<file path="src/rtl/random_roller.sv">
`default_nettype none
// random_roller: LCG-driven dice roller that updates its displayed value NUM_STEPS
// times with a growing gap between updates, then holds the result.
// Revision: 1.0
module random_roller #(
  parameter int          OUT_W      = 7,
  parameter int          NUM_STEPS  = 15,
  parameter logic [31:0] BASE_DELAY = 32'd1000000,
  parameter logic [31:0] DELAY_INC  = 32'd200000,
  parameter logic [31:0] SEED       = 32'h1
) (
  input  logic             i_clk,
  input  logic             i_rst,
  input  logic             i_start,
  input  logic [OUT_W-1:0] i_max,
  input  logic             i_force_en,
  input  logic [OUT_W-1:0] i_force_val,
  output logic [OUT_W-1:0] o_value,
  output logic             o_busy,
  output logic             o_done,
  output logic [7:0]       o_step
);

  localparam logic [7:0]  LAST_STEP = 8'(NUM_STEPS - 1);
  localparam logic [31:0] LCG_MUL   = 32'd22695477;

  typedef enum logic [1:0] {IDLE = 2'd0, ROLL = 2'd1, HOLD = 2'd2} state_t;

  state_t           state, state_nxt;
  logic             start_q;
  logic             start_edge;
  logic [31:0]      lcg;
  logic [31:0]      gap_cnt, gap_tgt;
  logic [31:0]      range;
  logic [OUT_W-1:0] sample;
  logic [OUT_W-1:0] value_nxt;
  logic [OUT_W-1:0] value;
  logic [7:0]       step;
  logic             done;
  logic             gap_hit;
  logic             begin_roll, advance, finish, stop;

  assign start_edge = i_start & ~start_q;
  assign range      = (i_max == '0) ? 32'd99 : 32'(i_max);
  assign sample     = OUT_W'((lcg % range) + 32'd1);
  assign gap_hit    = (gap_cnt + 32'd1) == gap_tgt;
  // Forcing only applies to the step that completes a roll, never to a stop.
  assign value_nxt  = (finish && i_force_en) ? i_force_val : sample;

  always_ff @(posedge i_clk) begin
    if (i_rst) state <= IDLE;
    else       state <= state_nxt;
  end

  always_comb begin
    state_nxt  = state;
    begin_roll = 1'b0;
    advance    = 1'b0;
    finish     = 1'b0;
    stop       = 1'b0;
    case (state)
      IDLE, HOLD: begin
        if (start_edge) begin
          begin_roll = 1'b1;
          finish     = (LAST_STEP == 8'd0);
          state_nxt  = (LAST_STEP == 8'd0) ? HOLD : ROLL;
        end
      end
      ROLL: begin
        // The final step outranks a coincident start edge.
        if (gap_hit && ((step + 8'd1) == LAST_STEP)) begin
          advance   = 1'b1;
          finish    = 1'b1;
          state_nxt = HOLD;
        end else if (start_edge) begin
          stop      = 1'b1;
          state_nxt = HOLD;
        end else if (gap_hit) begin
          advance   = 1'b1;
        end
      end
      default: state_nxt = IDLE;
    endcase
  end

  always_ff @(posedge i_clk) begin
    if (i_rst) begin
      start_q <= i_start;
      lcg     <= SEED;
      gap_cnt <= 32'd0;
      gap_tgt <= BASE_DELAY;
      value   <= '0;
      step    <= 8'd0;
      done    <= 1'b0;
    end else begin
      start_q <= i_start;
      lcg     <= lcg * LCG_MUL + 32'd1;
      done    <= finish | stop;
      if (begin_roll) begin
        step    <= 8'd0;
        gap_cnt <= 32'd0;
        gap_tgt <= BASE_DELAY;
        value   <= value_nxt;
      end else if (advance) begin
        step    <= step + 8'd1;
        gap_cnt <= 32'd0;
        gap_tgt <= gap_tgt + DELAY_INC;
        value   <= value_nxt;
      end else if (state == ROLL && !stop) begin
        gap_cnt <= gap_cnt + 32'd1;
      end
    end
  end

  assign o_value = value;
  assign o_busy  = (state == ROLL);
  assign o_done  = done;
  assign o_step  = step;

endmodule
`default_nettype wire

</file>
<file path="config.mk">
export PLATFORM = sky130hd
export DESIGN_NAME = random_roller
export DESIGN_NICKNAME = d
export VERILOG_FILES = /design/src/rtl/random_roller.sv
export SDC_FILE = /design/constraint.sdc
export NUM_CORES = 1
export LEC_CHECK = 0
export CAP_MARGIN = 20
export CORE_MARGIN = 4
export CORE_UTILIZATION = 61
export DETAILED_ROUTE_END_ITERATION = 12
export PLACE_DENSITY = 0.81
export SLEW_MARGIN = 0
export SYNTH_ARGS = -nofsm -noshare
export SYNTH_HDL_FRONTEND = slang
export SYNTH_SLANG_ARGS = --single-unit
export TNS_END_PERCENT = 50
</file>
<file path="constraint.sdc">
create_clock -name i_clk -period 101.9 [get_ports i_clk]
set_clock_uncertainty 0.15 [all_clocks]
set_input_delay 20.38 -clock i_clk [delete_from_list [all_inputs] [get_ports i_clk]]
set_output_delay 20.38 -clock i_clk [all_outputs]
set_load 0.1 [all_outputs]
</file>
---- Word level (Yosys, flattened, before mapping) ----
Cells that the tools add are included.
storage, ports and cells
  bits in registers ....................... 115
  output and inout port bits .............. 17
  input port bits ......................... 18
cells by class
  divide/modulo/power cells ............... 1
  mux-type cells .......................... 18
  add/subtract/negate cells ............... 5
  bitwise operators ....................... 3
  multipliers ............................. 1
  equal/unequal tests ..................... 6
  reduce and logical (&&, ||, !) cells .... 11
operators with widths
  kind                    count
  $add 32x1->32 const B   2
  $add 32x18->32 const B  1
  $eq 32x32->1            1
  $mod 32x32->32          1
  $mul 32x25->32 const B  1
  $mux 7                  4
  $mux 1                  10
  $add 8x1->8 const B     1
  $eq 8x4->1 const B      1
  $add 7x1->7 const B     1
  $logic_not 7->1         1
  $mux 2                  3
  $pmux 2 s2              1
  $reduce_or 2->1         2
  $logic_and 1x1->1       3
  $ne 3x1->1 const B      1
  $reduce_or 3->1         1
  $eq 2x1->1 const B      1
  $eq 2x2->1 const B      1
  $logic_not 2->1         1
  $ne 2x2->1 const B      1
  $reduce_and 2->1        1
  $reduce_bool 2->1       1
  $and 1x1->1             1
  other kinds (3)         3

---- Depth between registers and ports, before layout ----
  word-level depth ........................ 9
  gate-level depth with buffers ........... 434
  depth with buffers taken out ............ 405

---- Worst setup path before layout ----
Ideal clock, no wire load.
  path type ............................... in2reg
  start ................................... input port i_max[0]
  end ..................................... register value[4] (netlist: o_value[4])
  arrival time ............................ 98.598 ns
  stages on the path ...................... 416
  path slack .............................. 3.066 ns
  library setup time ...................... 0.086 ns
  data required time ...................... 101.664 ns
  path buffers ............................ 29
  path through ............................ clkbuf_1 -> or3_1 -> nor4b_4 -> or2_2 -> inv_1 -> ha_1 -> nand3_1 -> or4_4 -> nand2_1 -> o22ai_1 -> a21oi_1 -> ha_1 -> o21a_1 -> o2111ai_1 -> mux2_2 -> ha_1 -> or2_2 -> o22ai_1 -> [380 not listed] -> a21o_1 -> a21o_1 -> o21a_1 -> nor3_1 -> o2111ai_1 -> nor4_1 -> o2bb2ai_1 -> or3_1 -> buf_2 -> mux2i_1 -> ha_1 -> inv_1 -> nor2_1 -> nand2_1 -> xor2_1 -> mux2i_1 -> mux2i_1 -> a211oi_1
between the ends
  cells in the longest elaborated chain, start to end .. 7
ends and longest elaborated chain
  what                  line  text
  from (decl)           15    input logic [OUT_W-1:0] i_max,
  $logic_not 7->1       44    assign range = (i_max == '0) ? 32'd99 : 32'(i_max);
  $mux 7 *              44
  $mod 32x32->32 *      45    assign sample = OUT_W'((lcg % range) + 32'd1);
  $add 7x1->7 *         45
  $mux 7 *              48    assign value_nxt = (finish && i_force_en) ? i_force_val : sample;
  $mux 7                104   end else if (advance) begin
  $mux 7 *              99    if (begin_roll) begin
  to (signal assigned)  103   value <= value_nxt;
  to (signal assigned)  108   value <= value_nxt;
  to (decl)             37    logic [OUT_W-1:0] value;
Mark *: on every way between the ends. The rest lies on a longest branch, timed or not. The select of a mux whose other input is x is not followed.
A chain may end at the register's enable or synchronous reset.

---- Worst setup path after layout ----
  start ................................... input port i_max[2]
  end ..................................... register value[4] (netlist: o_value[4])
Same word-level chain as after synthesis.

==> flow_summary.json <==
{
  "status": "complete, no violations",
  "numCtsBuffers": 9,
  "regArea_mm2": 0.00218,
  "fp.coreArea_mm2": 0.0527,
  "multiInputGateArea_mm2": 0.0290,
  "grt_max_degree": 46,
  "cts_buffer_depth": 2,
  "crit_top_cell": "o21a_1",
  "antenna_found_initial": 2,
  "startpoint_type": "input port",
  "cts.sinks": 109,
  "end_kind": "flop",
  "ios": 35,
  "rows": 84,
  "grtUsageTotal_pct": 31.2,
  "fin_hold_ws_ns": 0.347,
  "area_growth_pct": 8.26,
  "r2r_setup_slack_ns": 24.68,
  "ctsHtreeMaxLevel": 3,
  "yosys_register_bits": 109,
  "drt_iter0_markers": 2697,
  "syn-cell-area_mm2": 0.0325,
  "vias": 32300,
  "synthFlopType": "dfxtp_1",
  "die-width_um": 239,
  "n_fill_cell": 4522,
  "top_usage_layer": "met2",
  "firstDrtPassIters": 8,
  "place.port_buffers": 34,
  "gr-total-overflow": 0,
  "critPathSlowestCell": "or4b_4",
  "worst_slew_pin_slew_ns": 1.04,
  "seq_area_frac_synth_pct": 6.72,
  "synthArstFlopShare_pct": 0,
  "use_met2_pct": 54.6,
  "synth_warnings": 0,
  "startpoint": "i_max[2]",
  "setup-tns-final_ns": 0,
  "hold_class": "flop to flop",
  "drive_above_1_share_pct": 9.24,
  "wl_per_cell_um": 18.5,
  "setup_viol": 0,
  "max_stage_delay_ns": 0.58,
  "critPathMaxFanout": 13,
  "cts_root_buf": "clkbuf_16",
  "r2r_end": "o_value[4]$_SDFFE_PP0P_",
  "met3_usage_pct": 3.25,
  "grt_pass1_vias": 30700,
  "worstRegToRegCells": 388,
  "gp_congestion": 0.981,
  "fmax_mhz": 10.3,
  "crit_arrival_ns": 96.90,
  "post-route-period-util_pct": 95.0,
  "r2r-start": "lcg[4]$_SDFF_PP0_",
  "initial_core_util_pct": 61.7,
  "hold_violations": 0,
  "slew_violations": 0,
  "layout.nets": 4983,
  "fp.dieH_um": 239,
  "crit_type": "input port to flop",
  "crit_end": "o_value[4]$_SDFFE_PP0P_",
  "fin_crit_ns": 96.77,
  "hold_path_depth": 2,
  "via_per_inst": 6.39,
  "insertion_delay_ns": 0.37,
  "netlist_instances": 4302,
  "totalWireLength_um": 93700,
  "tritoncts": "done",
  "max-cap-violations": 0,
  "cp.required_ns": 102.03,
  "hpwl_um": 74800,
  "grt_pass1_wl_um": 151000,
  "synth-edff-count": 0,
  "synth_cell_type_count": 123,
  "slew_headroom_pct": 30.1,
  "clkTransAtPathRegs_ns": 0.08,
  "grt.met1_usage_pct": 40.3,
  "syn_area_per_cell_um2": 7.55,
  "post-route-drc-count": 0,
  "syn_nets": 4918,
  "design.die.area_mm2": 0.0570,
  "ant_nets": 0
}
[what timing repair did]
| action | in CTS | in global routing |
|---|---|---|
| setup endpoints to repair | 7 | 7 |
| gates resized for setup | 21 | 135 |
| buffers inserted | 2 | 64 |
| hold buffers | 0 | 0 |
| pin swaps | 2 | 23 |
[area by class of cell]
cell class | instances | area share [%]
clock buffers | 10 | 0.651
inverters | 404 | 4.31
repair buffers | 158 | 3.69
multi-input cells | 3685 | 82.4
clock inverters | 6 | 0.246
well taps | 688 | 2.45
diodes | 2 | 0.0142
flip-flops and latches | 109 | 6.21
[flip-flops by register name, indices dropped and copies added (netlist names)]
signal   flops
gap_cnt     32
lcg         32
gap_tgt     26
o_step       8
o_value      7
state        2
o_done       1
start_q      1
[synthesized netlist by cell type (21+ instances only)]
cell      number  area (um^2)
nand3_1      112          561
nor3_1       180          901
nand2_1      295         1110
mux2i_1       52          521
xor2_1       110          963
dfxtp_1      109         2180
mux2_2        41          462
o21ai_1       32          160
nand4_1       61          382
or2_2         30          188
a21oi_1      217         1090
a21o_1        54          405
nand2b_1      54          338
nor2_1       462         1730
ha_1         428         5360
clkbuf_1      79          297
and2_1        45          282
or4_1         22          165
buf_2         21          105
a31oi_1       41          257
or3_1         53          332
nor2b_1       54          338
o21bai_1      35          263
o21a_1       152         1140
o211ai_1      31          233
and3_1        61          382
xnor2_1      241         2110
a211oi_1      31          233
o31ai_1       61          458
nor4_1        34          213
inv_1        400         1500
fa_1         170         3400
o21ai_0      166          831
[placed cells by master (no fill, tap or decap), types with 50 or more instances in the layout]
master	count
and3_1	58
xnor2_1	241
or3_1	50
nor3_1	175
fa_1	170
inv_1	400
dfxtp_1	109
o21a_1	149
o21ai_0	157
nand2_1	290
nor2_1	439
nand4_1	61
nand2b_1	51
ha_1	427
nand3_1	107
a21o_1	53
a21oi_1	200
o31ai_1	60
buf_4	122
xor2_1	110
[per-layer routing]
layer | up-vias | wire, um
li1 | 15600 | -
met1 | 15300 | 40000
met2 | 1191 | 44900
met3 | 312 | 5200
met4 | 0 | 3570
met5 | - | 0
[how the worst min path moves through the flow]
| stage | to | slack, ns | startpoint |
|---|---|---|---|
| after global placement | state[1]$_SDFFE_PP0P_ | 0.32 | state[1]$_SDFFE_PP0P_ |
| after CTS | o_value[6]$_SDFFE_PP0P_ | 0.35 | o_value[6]$_SDFFE_PP0P_ |
| after global routing | state[1]$_SDFFE_PP0P_ | 0.39 | state[1]$_SDFFE_PP0P_ |
| after floorplan | state[1]$_SDFFE_PP0P_ | 0.31 | state[1]$_SDFFE_PP0P_ |
| after detailed placement | o_value[6]$_SDFFE_PP0P_ | 0.34 | o_value[6]$_SDFFE_PP0P_ |
| final | o_value[6]$_SDFFE_PP0P_ | 0.35 | o_value[6]$_SDFFE_PP0P_ |
[per-stage QoR]
stage	utilization (%)	area (um^2)	std cells	setup WS (ns)
finish	66.8	35200	5062	5.13
detailed placement	64.0	33700	4977	-2.60
CTS	64.8	34100	4995	0.0466
global placement	64.0	33700	4977	0.593
global route	66.8	35200	5062	-0.750
floorplan	-	32500	4302	3.07
[worst max-delay path, delay by kind of cell]
family,cells,cell delay (ns)
buffers and inverters,12,1.96
adder cells (fa/ha/maj),33,9.46
AND/OR/NAND/NOR,137,25.68
AO/OA/AOI/OAI,197,36.49
multiplexers,11,2.68
XOR/XNOR,1,0.16
[cell families (layout without fill, tap and decap cells)]
family	after synthesis	count (layout)	share of synthesized area [%]
AOI/OAI and AO/OA	1056	1056	22.6
xor gates and xnor gates	354	354	9.65
adders and majority gates	599	599	27.0
buffers and inverters	508	578	5.95
DFF	109	109	6.72
muxes	97	97	3.18
other	0	2	0
and+or+nand+nor	1579	1579	24.9
Power is not shown: default switching activity piles up to over one toggle a cycle in this logic, so the estimate is an artifact.
